File: src/rtl/riscv_test_pkg.sv
// riscv_test_pkg: register indices, magic values and FSM state codes for riscv_test_monitor
package riscv_test_pkg;
    localparam logic [4:0] REG_TESTNUM = 5'd3;
    localparam logic [4:0] REG_DONE    = 5'd26;
    localparam logic [4:0] REG_RESULT  = 5'd27;
    localparam int DONE_MAGIC = 1;
    localparam int PASS_MAGIC = 1;
    localparam logic [1:0] ST_RUN     = 2'd0;
    localparam logic [1:0] ST_SETTLE  = 2'd1;
    localparam logic [1:0] ST_DONE    = 2'd2;
    localparam logic [1:0] ST_TIMEOUT = 2'd3;
endpackage

File: src/rtl/test_mon_sat_counter.sv
// test_mon_sat_counter: saturating up-counter with sync clear and enable
//   clk   in  clock, rising edge
//   rst_n in  synchronous active-low reset
//   clr   in  synchronous clear (wins over en)
//   en    in  count enable
//   q     out count value, holds at all-ones
module test_mon_sat_counter #(
    parameter int W = 32
) (
    input  logic         clk,
    input  logic         rst_n,
    input  logic         clr,
    input  logic         en,
    output logic [W-1:0] q
);
    always_ff @(posedge clk)
        q <= (!rst_n || clr) ? '0 : (en && q != '1) ? q + 1'b1 : q;
endmodule

File: src/rtl/riscv_test_monitor.sv
// riscv_test_monitor: riscv-tests pass/fail verdict from snooped register-file write-backs
//   sys_clk, sys_rst_n          clock and synchronous active-low reset
//   wb_en, wb_addr, wb_data     register-file write port of the core
//   test_done/pass/fail         sticky verdict flags
//   fail_testnum                x3 at verdict, 0 on pass
//   run_cycles                  saturating cycles spent in RUN
//   test_timeout                watchdog verdict; only with TEST_MON_TIMEOUT_EN, else 0
module riscv_test_monitor
    import riscv_test_pkg::*;
#(
    parameter int unsigned SETTLE_CYCLES  = 16,
    parameter int unsigned TIMEOUT_CYCLES = 100000,
    parameter int unsigned XLEN           = 32
) (
    input  logic            sys_clk,
    input  logic            sys_rst_n,
    input  logic            wb_en,
    input  logic [4:0]      wb_addr,
    input  logic [XLEN-1:0] wb_data,
    output logic            test_done,
    output logic            test_pass,
    output logic            test_fail,
    output logic [XLEN-1:0] fail_testnum,
    output logic [31:0]     run_cycles,
    output logic            test_timeout
);
    localparam int SW = $clog2(SETTLE_CYCLES) + 1;

    if (SETTLE_CYCLES < 1 || TIMEOUT_CYCLES < 2) begin : g_bad_params
        $error("riscv_test_monitor: SETTLE_CYCLES must be >=1 and TIMEOUT_CYCLES >=2");
    end

    logic [1:0]      state;
    logic [XLEN-1:0] testnum, result, testnum_nx, result_nx;
    logic [SW-1:0]   settle_cnt;
    logic            live, go_settle, settle_end, pass_nx;

    // Verdicts sample the shadows including a write landing on the same edge.
    assign live       = state == ST_RUN || state == ST_SETTLE;
    assign testnum_nx = (wb_en && wb_addr == REG_TESTNUM) ? wb_data : testnum;
    assign result_nx  = (wb_en && wb_addr == REG_RESULT) ? wb_data : result;
    assign go_settle  = state == ST_RUN && wb_en && wb_addr == REG_DONE && wb_data == XLEN'(DONE_MAGIC);
    assign settle_end = state == ST_SETTLE && settle_cnt == SW'(SETTLE_CYCLES - 1);
    assign pass_nx    = result_nx == XLEN'(PASS_MAGIC);

    test_mon_sat_counter #(.W(32)) u_run_cnt (
        .clk(sys_clk), .rst_n(sys_rst_n), .clr(1'b0), .en(state == ST_RUN), .q(run_cycles)
    );

    test_mon_sat_counter #(.W(SW)) u_settle_cnt (
        .clk(sys_clk), .rst_n(sys_rst_n), .clr(go_settle), .en(state == ST_SETTLE), .q(settle_cnt)
    );

`ifndef TEST_MON_TIMEOUT_EN
    assign test_timeout = 1'b0;
`endif

    always_ff @(posedge sys_clk) begin
        if (!sys_rst_n) begin
            state        <= ST_RUN;
            testnum      <= '0;
            result       <= '0;
            test_done    <= 1'b0;
            test_pass    <= 1'b0;
            test_fail    <= 1'b0;
            fail_testnum <= '0;
`ifdef TEST_MON_TIMEOUT_EN
            test_timeout <= 1'b0;
`endif
        end else begin
            if (live) begin
                testnum <= testnum_nx;
                result  <= result_nx;
            end
            if (go_settle) begin
                state <= ST_SETTLE;
            end else if (settle_end) begin
                state        <= ST_DONE;
                test_done    <= 1'b1;
                test_pass    <= pass_nx;
                test_fail    <= !pass_nx;
                fail_testnum <= pass_nx ? '0 : testnum_nx;
`ifdef TEST_MON_TIMEOUT_EN
            end else if (state == ST_RUN && run_cycles >= 32'(TIMEOUT_CYCLES)) begin
                state        <= ST_TIMEOUT;
                test_timeout <= 1'b1;
                test_done    <= 1'b1;
                test_fail    <= 1'b1;
                fail_testnum <= testnum_nx;
`endif
            end
        end
    end
endmodule
File: config.mk
export PLATFORM = sky130hd
export DESIGN_NAME = riscv_test_monitor
export DESIGN_NICKNAME = d
export VERILOG_FILES = /design/src/rtl/riscv_test_pkg.sv /design/src/rtl/test_mon_sat_counter.sv /design/src/rtl/riscv_test_monitor.sv
export SDC_FILE = /design/constraint.sdc
export NUM_CORES = 1
export LEC_CHECK = 0
export ABC_AREA = 1
export BUFFER_PORTS_ARGS = -buffer_cell sky130_fd_sc_hd__buf_2
export CAP_MARGIN = 20
export CORE_MARGIN = 10
export CORE_UTILIZATION = 57
export CTS_CLUSTER_DIAMETER = 200
export CTS_CLUSTER_SIZE = 10
export DETAILED_ROUTE_END_ITERATION = 16
export PLACE_DENSITY = 0.78
export SLEW_MARGIN = 20
export SYNTH_ARGS = -nofsm -noshare
export SYNTH_HDL_FRONTEND = slang
export SYNTH_SLANG_ARGS = --single-unit
File: constraint.sdc
create_clock -name sys_clk -period 2.2 [get_ports sys_clk]
set_clock_uncertainty 0.05 [all_clocks]
set_input_delay 0.11 -clock sys_clk [delete_from_list [all_inputs] [get_ports sys_clk]]
set_output_delay 0.11 -clock sys_clk [all_outputs]
set_load 0.005 [all_outputs]
After elaboration in Yosys (flattened, before gate mapping)
Index checks and enable logic that the tools add are counted.
{"block": "totals", "ff_bits": 138, "in_bits": 40, "elab_cells": 44}
{"block": "classes", "n_addsub": 2, "n_eq_ne": 9, "n_mux": 5, "n_bitwise": 2, "n_reduce_logical": 16}
{"operator": "$mux 32", "count": 3}
{"operator": "$eq 32x1->1 const B", "count": 2}
{"operator": "$add 32x1->32 const B", "count": 1}
{"operator": "$ne 32x32->1 const B", "count": 1}
{"operator": "$eq 5x5->1 const B", "count": 2}
{"operator": "$logic_and 1x1->1", "count": 8}
{"operator": "$add 5x1->5 const B", "count": 1}
{"operator": "$eq 5x2->1 const B", "count": 1}
{"operator": "$eq 5x4->1 const B", "count": 1}
{"operator": "$ne 5x5->1 const B", "count": 1}
{"operator": "$eq 2x1->1 const B", "count": 1}
{"operator": "$logic_not 1->1", "count": 2}
{"operator": "$logic_not 2->1", "count": 1}
{"operator": "$logic_or 1x1->1", "count": 2}
{"operator": "$mux 1", "count": 2}
{"operator": "$not 1->1", "count": 2}
{"operator": "$reduce_and 2->1", "count": 1}
{"operator": "$reduce_bool 2->1", "count": 1}
{"operator": "$reduce_or 2->1", "count": 1}

Logic depth before layout (Yosys ltp)
{"block": "logic_depth", "depth_word": 6, "mapped_depth": 14}

Cells and area by module
Synthesis repeated with hierarchy kept, for this count alone.
{"block": "hier_totals", "hier_cells": 1153, "hier_area_um2": 7343.3}
{"module": "riscv_test_monitor", "instances": 1, "cells_each": 769, "area_per_inst_um2": 4998.5}
{"module": "test_mon_sat_counter (u_run_cnt)", "instances": 1, "cells_each": 349, "area_per_inst_um2": 2084.5}
{"module": "test_mon_sat_counter (u_settle_cnt)", "instances": 1, "cells_each": 35, "area_per_inst_um2": 260.2}

Least setup slack after synthesis
OpenSTA, ideal clock, no wires.
{"block": "synth_timing", "path_type": "register to register", "start": "reg u_run_cnt.q[0]", "end": "reg u_run_cnt.q[26]", "setup_time_ps": 117, "arrival_ps": 1644, "setup_slack_ps": 390, "stages_incl_launch_ff": 12, "n_path_buf": 1, "path_cell_list": "dfxtp_1 ha_1 nand2_1 nor2_1 inv_1 nor3_1 nand2_1 nand2_2 inv_1 buf_2 a31oi_1 nor2_1"}
{"block": "synth_between", "elab_chain_cells": 2, "word_cells_on_any_way": 3, "classes_between": "add/sub: 1; eq/ne: 1; reduce/logical: 1"}
{"item": "start, declared", "line_no": "test_mon_sat_counter.sv:14", "rtl": "output logic [W-1:0] q"}
{"item": "start signal, assigned", "line_no": "test_mon_sat_counter.sv:17", "rtl": "q <= (!rst_n || clr) ? '0 : (en && q != '1) ? q + 1'b1 : q;"}
{"item": "branches (longest 2 deep; another with $add 32x1->32)"}
Several ways; the timed one is not identified.
A chain may end at the register's enable or synchronous reset.

Final worst setup path
Same ends and word-level chain as after synthesis.

==> impl_metrics.py <==
metrics = {
    "run_status": {
        "status": "finished clean",
    },
    "logic_synthesis": {
        "syn-num-nets": 1096,
        "yosysMostFrequentCell": "sky130_fd_sc_hd__nand2_1",
        "synthDistinctLibCells": 41,
        "synth_area_mm2": 0.006907,
        "yosys_warnings": 0,
        "post_synthesis_sequential_area_ratio": 0.4000,
        "synth_largest_type_area_fraction": 0.4000,
        "synth_async_sr_flop_share": 0,
        "ys_top_cells_by_area": "sky130_fd_sc_hd__dfxtp_1 40%, sky130_fd_sc_hd__nand2_1 13%, sky130_fd_sc_hd__inv_1 8.4%, sky130_fd_sc_hd__nor2_1 7.0%, sky130_fd_sc_hd__nand3_1 5.9%",
        "syn-instance-count": 1052,
        "netlist_top_cells_count": "247 x sky130_fd_sc_hd__nand2_1, 155 x sky130_fd_sc_hd__inv_1, 138 x sky130_fd_sc_hd__dfxtp_1",
        "ys_dominant_reg_cell": "sky130_fd_sc_hd__dfxtp_1",
        "flip_flop_and_latch_count_after_synthesis": 138,
        "synthesis.area_per_instance_um2": 6.565,
        "synth-edff-count": 0,
        "synthDominantAreaCellType": "sky130_fd_sc_hd__dfxtp_1",
    },
    "clock_tree": {
        "clk-insertion-delay-late_ps": 430,
        "clock_tree.buffer_depth": 2,
        "cts.root.buffer_cell": "sky130_fd_sc_hd__clkbuf_16",
        "tritoncts": "yes",
        "clkTransAtPathRegs_ps": 60,
        "clock_tree.htree_level_count": 4,
        "cts.sinks": 138,
        "postCtsSetupRepairBufs": 0,
        "numCtsBuffers": 17,
    },
    "detailed_routing": {
        "drt_iter0_drc": 723,
        "postRouteWirelength_mm": 18.53,
        "route.detailed.wl_per_inst_um": 14.24,
        "final_antenna_net_count": 0,
        "route.vias.total": 6937,
        "route.detailed.drc": 0,
        "dr.pass1.iters": 5,
        "via_per_inst": 5.332,
    },
    "finish": {
        "insertedDiodeCount": 0,
        "areaGrowthSynthToFinish_pct": 18.01,
        "nets": 1185,
        "final_cell_area_mm2": 0.008150,
        "layoutNonFillerInstCount": 1301,
        "drive_gt1_frac": 0.1516,
    },
    "sta": {
        "max_clk_rate_mhz": 498.4,
        "whs_ps": 58.89,
        "finalSetupViolCount": 0,
        "post_route_clock_period_utilization": 0.9119,
        "finalHoldViolations": 0,
        "worstMarginPinSlew_ps": 917.2,
        "final-max-slew-violation-count": 0,
        "setup_repair_after_global_routing_missed_its_margin": "yes",
        "slew_headroom": 0.3886,
        "period_needed_ps": 2006,
        "worst_setup_slack_after_layout_ps": 193.8,
    },
    "floorplan": {
        "placeableCoreArea_mm2": 0.01196,
        "pin_count": 108,
        "fp.dieW_um": 130.1,
        "row_cnt": 40,
        "die_area_mm2": 0.01692,
        "initial_core_util": 0.5774,
        "die_height_um": 130.1,
    },
    "placement": {
        "dpl_cell_area_mm2": 0.007577,
        "place_ws_ps": 184.8,
        "numPortBuffers": 106,
        "place_inst": 1269,
        "place.detailed.hpwl_mm": 12.80,
        "gpl.final_weighted_congestion": 0.8852,
    },
    "grt": {
        "wire_length_of_the_first_global_routing_pass_mm": 29.92,
        "grt_pass1_vias": 6192,
        "grt_overflow": 0,
        "grt_max_degree": 94,
        "grt_use_total": 0.2180,
        "grt_antenna_before_repair": 0,
    },
    "pwr": {
        "total_leakage_power_nw": 4.317,
        "power_density_mw_per_mm2": 682.3,
        "power.ir.vdd_worst_v": 0.0007126,
        "total_power_mw": 5.561,
    },
    "setup_path": {
        "endpoint_kind": "flip-flop",
        "required_ps": 2470,
        "startpoint_type": "flip-flop",
        "worst_setup_path_category": "reg2reg",
        "worstPathMaxFanout": 5,
        "cp_data_arrival_time_ps": 2280,
    },
    "hold_path": {
        "worst_hold_path_type": "in2reg",
    },
    "flow_run": {
        "max_cap_violations": 0,
    },
}
==> metal layers <==
layer	track usage	wire, um	up-vias
li1	-	-	3520
met4	0.08201	278	0
met2	0.3338	8259	268
met1	0.2913	8472	3115
met5	0	0	-
met3	0.05152	1518	34
==> power breakdown <==
group          internal (mW)  switching (mW)  total (mW)
registers               2.52          0.0107        2.53
logic                 0.0950           0.183       0.278
clock network           1.68            1.07        2.75
total                   4.29            1.27        5.56
==> cells in the final DEF, fill, tap and decap left out, drive strengths merged, types with 5 or more instances in the layout <==
cell,n
xnor2,5
nor4,6
buf,124
nand4,14
o21ai,79
clkbuf,19
nand2,251
nor3,14
inv,161
nor2,132
clkinv,10
o211ai,31
a21oi,59
dfxtp,138
nand3,82
==> state kept, by name, summed over array words and instances (netlist names) <==
name and count:
fail_testnum 32, result 32, state 2, test_done 1
test_fail 1, test_pass 1, testnum 32, u_run_cnt.q 32
u_settle_cnt.q 5
==> timing repair <==
item / in CTS / in global routing
resized for setup: 0 / 1
hold buffers: 0 / 0
endpoints found under the setup margin: 0 / 3
==> layout make-up <==
type / count / area (um^2)
well taps: 147 / 183.9
fillers: 1040 / 3811
flip-flops and latches: 138 / 2763
inverters: 162 / 608.1
repair buffers: 124 / 753.2
clock inverters: 13 / 127.6
multi-input cells: 698 / 3272
clock buffers: 19 / 442.9
==> stage by stage <==
stage | TNS, ps | utilization
finish | 0 | 0.6814
CTS | 0 | 0.6812
floorplan | 0 | -
global placement | 0 | 0.6335
detailed placement | 0 | 0.6335
global route | -63.86 | 0.6814
==> logic make-up (layout without fill, tap and decap cells) <==
logic type | after synthesis | count (layout) | share of synthesized area
AOI/OAI and AO/OA | 176 | 176 | 0.1411
xor gates and xnor gates | 8 | 8 | 0.01015
adders and majority gates | 4 | 4 | 0.007247
buffers and inverters | 216 | 318 | 0.1266
DFF | 138 | 138 | 0.4000
other | 1 | 1 | 0.0005430
and+or+nand+nor | 509 | 509 | 0.3143
==> path summary, 6_finish.rpt <==
path	start	endpoint	cells after the start	slack (ps)
max	u_run_cnt.q[0]$_SDFFE_PN0P_	u_run_cnt.q[26]$_SDFFE_PN0P_	10	190
min	sys_rst_n	u_run_cnt.q[28]$_SDFFE_PN0P_	3	60
max reg2reg	u_run_cnt.q[0]$_SDFFE_PN0P_	u_run_cnt.q[26]$_SDFFE_PN0P_	10	190
min reg2reg	fail_testnum[16]$_SDFFE_PN0P_	fail_testnum[16]$_SDFFE_PN0P_	2	410
==> worst max-delay path, stage by stage (launching register included) <==
cell and delay (ps):
sky130_fd_sc_hd__dfxtp_1 380, sky130_fd_sc_hd__ha_1 220, sky130_fd_sc_hd__nand4_1 160, sky130_fd_sc_hd__nor2_2 170, sky130_fd_sc_hd__nand2_1 90, sky130_fd_sc_hd__nor2_1 160
sky130_fd_sc_hd__nand3_1 170, sky130_fd_sc_hd__inv_1 140, sky130_fd_sc_hd__nand3_1 80, sky130_fd_sc_hd__o21ai_0 220, sky130_fd_sc_hd__nor2_1 60
Note: power is estimated with default switching activity, not from simulation.
